--- src/rtl/dmux16_stream_pkg.sv ---
// Shared constants and small helpers for the dmux16_stream word demultiplexer.
package dmux16_stream_pkg;

   // Default data word width and width of the per-sink debug counters.
   localparam int DEFAULT_WIDTH = 16;
   localparam int COUNT_WIDTH   = 16;

   // Number of sink streams; sel picks one of them per word.
   localparam int NUM_SINKS = 2;

   // Sink identifiers, matching the encoding of the sel input.
   typedef enum logic {
      SINK_A = 1'b0,
      SINK_B = 1'b1
   } sink_e;

   // Map the raw sel bit onto a sink identifier.
   function automatic sink_e sel_to_sink(input logic sel);
      return sel ? SINK_B : SINK_A;
   endfunction

endpackage

--- src/rtl/dmux16_stream_word_fifo.sv ---
// Small synchronous FIFO holding words bound for one sink.
// Occupancy is tracked explicitly so full and empty never alias when the
// pointers wrap. The head word is read combinationally so a newly written
// word is visible one cycle after the write, and reads as 0 while empty.
module word_fifo #(
   parameter int WIDTH = 16,
   parameter int DEPTH = 2
) (
   input  logic             clk,
   input  logic             reset,
   input  logic             push,
   input  logic [WIDTH-1:0] push_data,
   input  logic             pop,
   output logic             full,
   output logic             empty,
   output logic [WIDTH-1:0] head
);

   localparam int AW = (DEPTH > 1) ? $clog2(DEPTH) : 1;

   logic [WIDTH-1:0] mem_reg [DEPTH];
   logic [AW-1:0]    wr_ptr_reg;
   logic [AW-1:0]    rd_ptr_reg;
   logic [AW:0]      count_reg;
   logic [AW:0]      count_next;
   logic             push_ok;
   logic             pop_ok;

   assign full    = (count_reg == (AW+1)'(DEPTH));
   assign empty   = (count_reg == '0);
   assign push_ok = push && !full;
   assign pop_ok  = pop && !empty;
   assign head    = empty ? '0 : mem_reg[rd_ptr_reg];

   // Next occupancy: a simultaneous push and pop leaves it unchanged.
   always_comb begin
      count_next = count_reg;
      if (push_ok && !pop_ok) begin
         count_next = count_reg + 1'b1;
      end else if (pop_ok && !push_ok) begin
         count_next = count_reg - 1'b1;
      end
   end

   // Storage write; contents need no reset because head is gated by empty.
   always_ff @(posedge clk) begin
      if (push_ok) begin
         mem_reg[wr_ptr_reg] <= push_data;
      end
   end

   // Pointer and occupancy update; pointers wrap naturally since DEPTH is 2^AW.
   always_ff @(posedge clk) begin
      if (reset) begin
         wr_ptr_reg <= '0;
         rd_ptr_reg <= '0;
         count_reg  <= '0;
      end else begin
         if (push_ok) begin
            wr_ptr_reg <= wr_ptr_reg + 1'b1;
         end
         if (pop_ok) begin
            rd_ptr_reg <= rd_ptr_reg + 1'b1;
         end
         count_reg <= count_next;
      end
   end

endmodule

--- src/rtl/dmux16_stream.sv ---
// Steers one incoming word stream to sink a or b chosen per word by sel.
// Each sink owns a FIFO so a stalled sink never blocks the other once a word
// is accepted. A per-sink counter records words accepted since reset.
module dmux16_stream
   import dmux16_stream_pkg::*;
#(
   parameter int WIDTH = DEFAULT_WIDTH,
   parameter int DEPTH = 2
) (
   input  logic                   clk,
   input  logic                   reset,
   input  logic [WIDTH-1:0]       in,
   input  logic                   sel,
   input  logic                   in_valid,
   output logic                   in_ready,
   output logic [WIDTH-1:0]       a,
   output logic                   a_valid,
   input  logic                   a_ready,
   output logic [WIDTH-1:0]       b,
   output logic                   b_valid,
   input  logic                   b_ready,
   output logic [COUNT_WIDTH-1:0] a_count,
   output logic [COUNT_WIDTH-1:0] b_count
);

   logic [NUM_SINKS-1:0]   push;
   logic [NUM_SINKS-1:0]   pop;
   logic [NUM_SINKS-1:0]   full;
   logic [NUM_SINKS-1:0]   empty;
   logic [NUM_SINKS-1:0]   sink_ready;
   logic [WIDTH-1:0]       head  [NUM_SINKS];
   logic [COUNT_WIDTH-1:0] count [NUM_SINKS];
   sink_e                  target;
   logic                   accept;

   // Input side: ready reflects only the fullness of the selected sink.
   assign target     = sel_to_sink(sel);
   assign in_ready   = !full[target];
   assign accept     = in_valid && in_ready;
   assign sink_ready = {b_ready, a_ready};

   genvar gi;
   generate
      for (gi = 0; gi < NUM_SINKS; gi++) begin : g_sink
         logic [COUNT_WIDTH-1:0] count_reg;

         assign push[gi] = accept && (target == sink_e'(gi));
         // The FIFO ignores a pop while empty, so sink ready passes straight through.
         assign pop[gi]  = sink_ready[gi];

         word_fifo #(
            .WIDTH (WIDTH),
            .DEPTH (DEPTH)
         ) u_fifo (
            .clk       (clk),
            .reset     (reset),
            .push      (push[gi]),
            .push_data (in),
            .pop       (pop[gi]),
            .full      (full[gi]),
            .empty     (empty[gi]),
            .head      (head[gi])
         );

         // Free-running count of accepted words for this sink; wraps at 2^16.
         always_ff @(posedge clk) begin
            if (reset) begin
               count_reg <= '0;
            end else if (push[gi]) begin
               count_reg <= count_reg + 1'b1;
            end
         end

         assign count[gi] = count_reg;
      end
   endgenerate

   assign a       = head[SINK_A];
   assign a_valid = !empty[SINK_A];
   assign b       = head[SINK_B];
   assign b_valid = !empty[SINK_B];
   assign a_count = count[SINK_A];
   assign b_count = count[SINK_B];

endmodule

--- config.mk ---
export PLATFORM = sky130hd
export DESIGN_NAME = dmux16_stream
export DESIGN_NICKNAME = d
export VERILOG_FILES = /design/src/rtl/dmux16_stream_pkg.sv /design/src/rtl/dmux16_stream_word_fifo.sv /design/src/rtl/dmux16_stream.sv
export SDC_FILE = /design/constraint.sdc
export NUM_CORES = 1
export LEC_CHECK = 0
export CAP_MARGIN = 20
export CORE_MARGIN = 2
export CORE_UTILIZATION = 55
export DETAILED_ROUTE_END_ITERATION = 16
export PLACE_DENSITY = 0.95
export SKIP_CTS_REPAIR_TIMING = 1
export SLEW_MARGIN = 5
export SYNTH_ARGS = -nofsm -noshare
export SYNTH_HDL_FRONTEND = slang
export SYNTH_SLANG_ARGS = --single-unit
--- constraint.sdc ---
create_clock -name clk -period 3.25 [get_ports clk]
set_input_delay 0.325 -clock clk [delete_from_list [all_inputs] [get_ports clk]]
set_output_delay 0.325 -clock clk [all_outputs]
set_load 0.05 [all_outputs]
* Yosys cells after proc, flatten, opt, wreduce, memory -nomap -nowiden
Memories as Yosys holds them, arrays and structs flattened. A register that Yosys moved wholly into a read port is not among the register bits.
Index checks and enable logic that the tools add are counted.
** Storage, ports and cells
- RAM bits :: 64
- Bits in registers :: 40
- Bits of input ports :: 22
- Output and inout port bits :: 67
- Memories kept :: 2
** Operators by class
- Bitwise logic cells :: 1
- $add $sub $neg :: 10
- Order comparisons :: 1
- Equality and inequality tests :: 2
- Multiplexer cells :: 17
- Reductions and logical operators :: 24
** Memories
- g_sink[0].u_fifo.mem_reg :: words 2, bits a word 16, rd ports 1, clocked after Yosys merged registers in 1, wr ports 1, line dmux16_stream_word_fifo.sv:21 : logic [WIDTH-1:0] mem_reg [DEPTH];
- g_sink[1].u_fifo.mem_reg :: words 2, bits a word 16, rd ports 1, clocked after Yosys merged registers in 1, wr ports 1, line dmux16_stream_word_fifo.sv:21
** Operators by type and width (count)
- 16-bit by 1-bit adder with 16-bit output, second input constant :: 2
- 16-bit 2-to-1 mux :: 2
- 1-bit logical AND :: 11
- 1-bit 2-to-1 mux :: 11
- 1-bit logical NOT :: 9
- 2-bit 2-to-1 mux :: 4
- 1-bit adder, second input constant :: 4
- 2-bit by 1-bit adder with 2-bit output, second input constant :: 2
- 2-bit == test, second input constant :: 2
- 2-bit logical NOT :: 2
- 2-bit nonzero test :: 2
- 2-bit by 1-bit subtractor with 2-bit output, second input constant :: 2
- 1-bit by 2-bit less-than comparator with 1-bit output, second input constant :: 1
- 1-bit inverter :: 1

* Longest topological paths before layout
- Depth after elaboration :: 11
- Mapped depth :: 7
- Mapped depth without buffers :: 6

* By module
From an unflattened synthesis, not the netlist that was laid out.
** Unflattened totals
- Cell total of the unflattened synthesis :: 355
- Area total of the unflattened synthesis :: 4330.4 um^2
** Modules (own cells, without submodules)
- word_fifo :: instances 2, cells an instance 92, area each 1418.9 um^2, seq. area each 1061.0 um^2
- dmux16_stream :: instances 1, cells an instance 171, area each 1492.7 um^2, seq. area each 640.6 um^2

* Worst setup path before layout
Ideal clock, no wire load.
- Path kind :: register to output
- Start point :: reg (tool-made name)
- End point :: out a[10]
- Setup slack :: 1.038 ns
- Stages on the path, launching flop included :: 5
- Arrival :: 1.887 ns
- Required time :: 2.925 ns
- Cell sequence :: dfxtp_1 -> clkbuf_1 -> clkbuf_1 -> mux2i_1 -> nor2_1
** RTL lines
- end, declared :: line dmux16_stream.sv:16 : output logic [WIDTH-1:0] a,

* Worst setup path after layout
- Start point :: reg g_sink[1].u_fifo.count_reg[1]
- End point :: out in_ready
** On the way
- Cells in the longest elaborated chain, start to end :: 4
** Ends and longest elaborated chain
- start, declared :: line dmux16_stream_word_fifo.sv:24 : logic [AW:0] count_reg;
- start signal, assigned :: line dmux16_stream_word_fifo.sv:65 : count_reg <= count_next;
- 2-bit == test :: line dmux16_stream_word_fifo.sv:29 : assign full = (count_reg == (AW+1)'(DEPTH));
- 1-bit 2-to-1 mux (implied by the code) (2 in a row) :: line dmux16_stream.sv:38 : assign in_ready = !full[target];
- 1-bit logical NOT :: line dmux16_stream.sv:38
- end, declared :: line dmux16_stream.sv:15 : output logic in_ready,
Every way passes these cells. The select of a mux whose other input is x is not followed.

==> impl_metrics.toml <==
[sta]
slew_headroom = 0.5543
fin_setup_tns_ns = 0
rsz0062_at_grt = "false"
fin_ws_ns = 0.7435
period_needed_ns = 2.507
setup_viol = 0
skew_ns = 0.007779
drv_slew = 0
max_freq_ghz = 0.3990
worst_slew_pin_slew_ns = 0.6671
min_period_over_period = 0.7712
timing.hold.ws_ns = 0.5147
hold_violations = 0

[cts]
clkLatencyLatePin_ns = 0.35
cts_buffers = 9
htree_levels = 3
clockBufferDepth = 2
cts_root_buffer = "clkbuf_8"
cts.sinks = 106
cts_tree = "yes"
clk_pin_slew_worst_paths_ns = 0.09

[routing]
firstDrtPassIters = 5
wl_per_cell_um = 16.34
routed_via_density = 5.624
drt_iter0_markers = 136
drt-met1-wl_um = 3792
routed_wl_um = 9117
antenna_left = 0
post-route-drc-count = 0
top_layer = "met4"
via_count = 3138
wl_met2_um = 4598
met3_length_um = 673

[place]
hpwl_um = 6095
pre_cts_ws_ns = 0.7722
dp.cells = 542
gp_congestion = 0.8594
place.port_buffers = 88

[logic_synthesis]
syn-instance-count = 360
yosysWarnings = 0
synth_cell_types = 32
yosysSeqAreaShare = 0.6398
synth_area_um2 = 4318
synth.avg_cell_area_um2 = 11.99
ys_ff_latch = 106
synth_nets = 386

[finish]
drive_above_1_share = 0.06140
final_cells = 558
finalCoreUtilization = 0.7276
largest_reg_flops = 64
layout-area-overhead-vs-synth_pct = 28.86
diodes = 0
fill_cells = 509
nets = 477

[setup_path]
cp_max_fo = 10
endpoint_kind = "primary output"
worst-setup-path-type = "reg2out"
required_ns = 2.92
cp-start-kind = "register"
critPathArrivalTime_ns = 2.18

[floorplanning]
std_cell_rows = 32
die_y_um = 92.61
initial_core_util = 0.5646
die-area_um2 = 8576
fp.dieW_um = 92.61
core_um2 = 7647
io_pins = 89

[global_route]
grt_pass1_vias = 3010
groute.usage.overall = 0.2177
grt_pass1_wl_um = 14500
grt-ovfl-total = 0
grt_max_degree = 46
antenna_found_initial = 0

[hold_path]
hp-class = "reg2reg"

[run]
maxCapViolations = 0

[outcome]
status = "finished, final reports clean"

[pwr]
powerDensity_nw_per_um2 = 813.8
ir_drop_uv = 320.0
leakage_nw = 1.853
==> power breakdown <==
part | switching [mW] | total (mW) | internal [mW] | leakage (nW)
logic | 1.34 | 1.98 | 0.648 | 0.813
clock network | 0.415 | 0.927 | 0.511 | 0.114
registers | 0.0661 | 1.62 | 1.55 | 0.927
total | 1.82 | 4.53 | 2.71 | 1.85
==> critical path: stages (launching register included) <==
cell and delay (ns):
dfxtp_1 0.38, nor2b_1 0.57, a21oi_1 0.15, clkdlybuf4s50_1 0.73
==> synthesized netlist by cell type <==
cell,n,area (um2)
ha_1,4,50.05
buf_6,1,11.26
mux2i_1,32,320.3
dfxtp_1,42,840.8
o31ai_1,9,67.56
nor2_1,60,225.2
and4_1,3,26.28
buf_1,1,3.750
mux2_2,2,22.52
nor4_1,3,18.77
and3_1,4,25.02
edfxtp_1,64,1922
nand4_1,5,31.28
nor4b_1,1,8.760
and2_1,2,12.51
nor2b_1,6,37.54
or4_1,9,67.56
nand2_1,11,41.29
nor3_1,3,15.01
nand3_1,10,50.05
xnor2_1,10,87.58
clkbuf_1,13,48.80
nand4b_1,1,8.760
o21ai_0,11,55.05
or3_1,9,56.30
inv_1,6,22.52
buf_2,2,10.01
xor2_1,11,96.34
a31o_2,1,8.760
a21oi_1,20,100.1
nand2b_1,3,18.77
nor3b_1,1,7.510
==> cells by family (layout without fill, tap and decap cells) <==
family / Yosys count / in the layout / share of synthesized area
buffers and inverters: 23 / 119 / 0.02231
DFF: 106 / 106 / 0.6398
xor gates and xnor gates: 21 / 21 / 0.04259
adders and majority gates: 4 / 4 / 0.01159
muxes: 34 / 34 / 0.07940
and+or+nand+nor: 131 / 131 / 0.1507
AOI/OAI and AO/OA: 41 / 41 / 0.05361
==> metrics by stage <==
step,power (mW),instance area (um2)
after detailed placement,3.644,5330
after global placement,3.590,5330
after global routing,4.709,5564
final,4.528,5564
after CTS,4.556,5564
after floorplan,2.995,4318
==> metal layers <==
metal  track usage  vias to the layer above
li1              -                     1491
met1        0.2748                     1509
met4       0.07587                        0
met3       0.04150                        6
met5             0                        -
met2        0.3759                      132
==> layout make-up <==
| cell class | count | area, um2 | area share |
|---|---|---|---|
| Clock buffer | 11 | 131.4 | 0.02361 |
| Multi-Input combinational cell | 231 | 1469 | 0.2640 |
| Timing Repair Buffer | 97 | 948.4 | 0.1705 |
| Clock inverter | 5 | 102.6 | 0.01844 |
| Sequential cell | 106 | 2763 | 0.4965 |
| Tap cell | 102 | 127.6 | 0.02294 |
| Inverter | 6 | 22.52 | 0.004048 |
==> cells in the final DEF (no fill, tap or decap), types with 9 or more instances in the layout <==
cell type        Yosys  routed
dfxtp_1             42      42
clkbuf_8             0       9
nand2_1             11      11
xor2_1              11      11
xnor2_1             10      10
o21ai_0             11      11
o31ai_1              9       9
mux2i_1             32      32
or4_1                9       9
or3_1                9       9
nor2_1              60      60
edfxtp_1            64      64
a21oi_1             20      20
nand3_1             10      10
clkdlybuf4s50_1      0      88
buf_4                0       9
==> worst paths after layout <==
path                            startpoint                            end  slack (ns)  depth (start not counted)
min reg2reg                    b_count[11]                    b_count[11]        0.51                          2
min                            b_count[11]                    b_count[11]        0.51                          2
max          g_sink[1].u_fifo.count_reg[1]                       in_ready        0.74                          3
max reg2reg  g_sink[1].u_fifo.count_reg[1]  g_sink[1].u_fifo.count_reg[1]        1.09                          5
No activity file was read; power rests on OpenSTA's default activity.
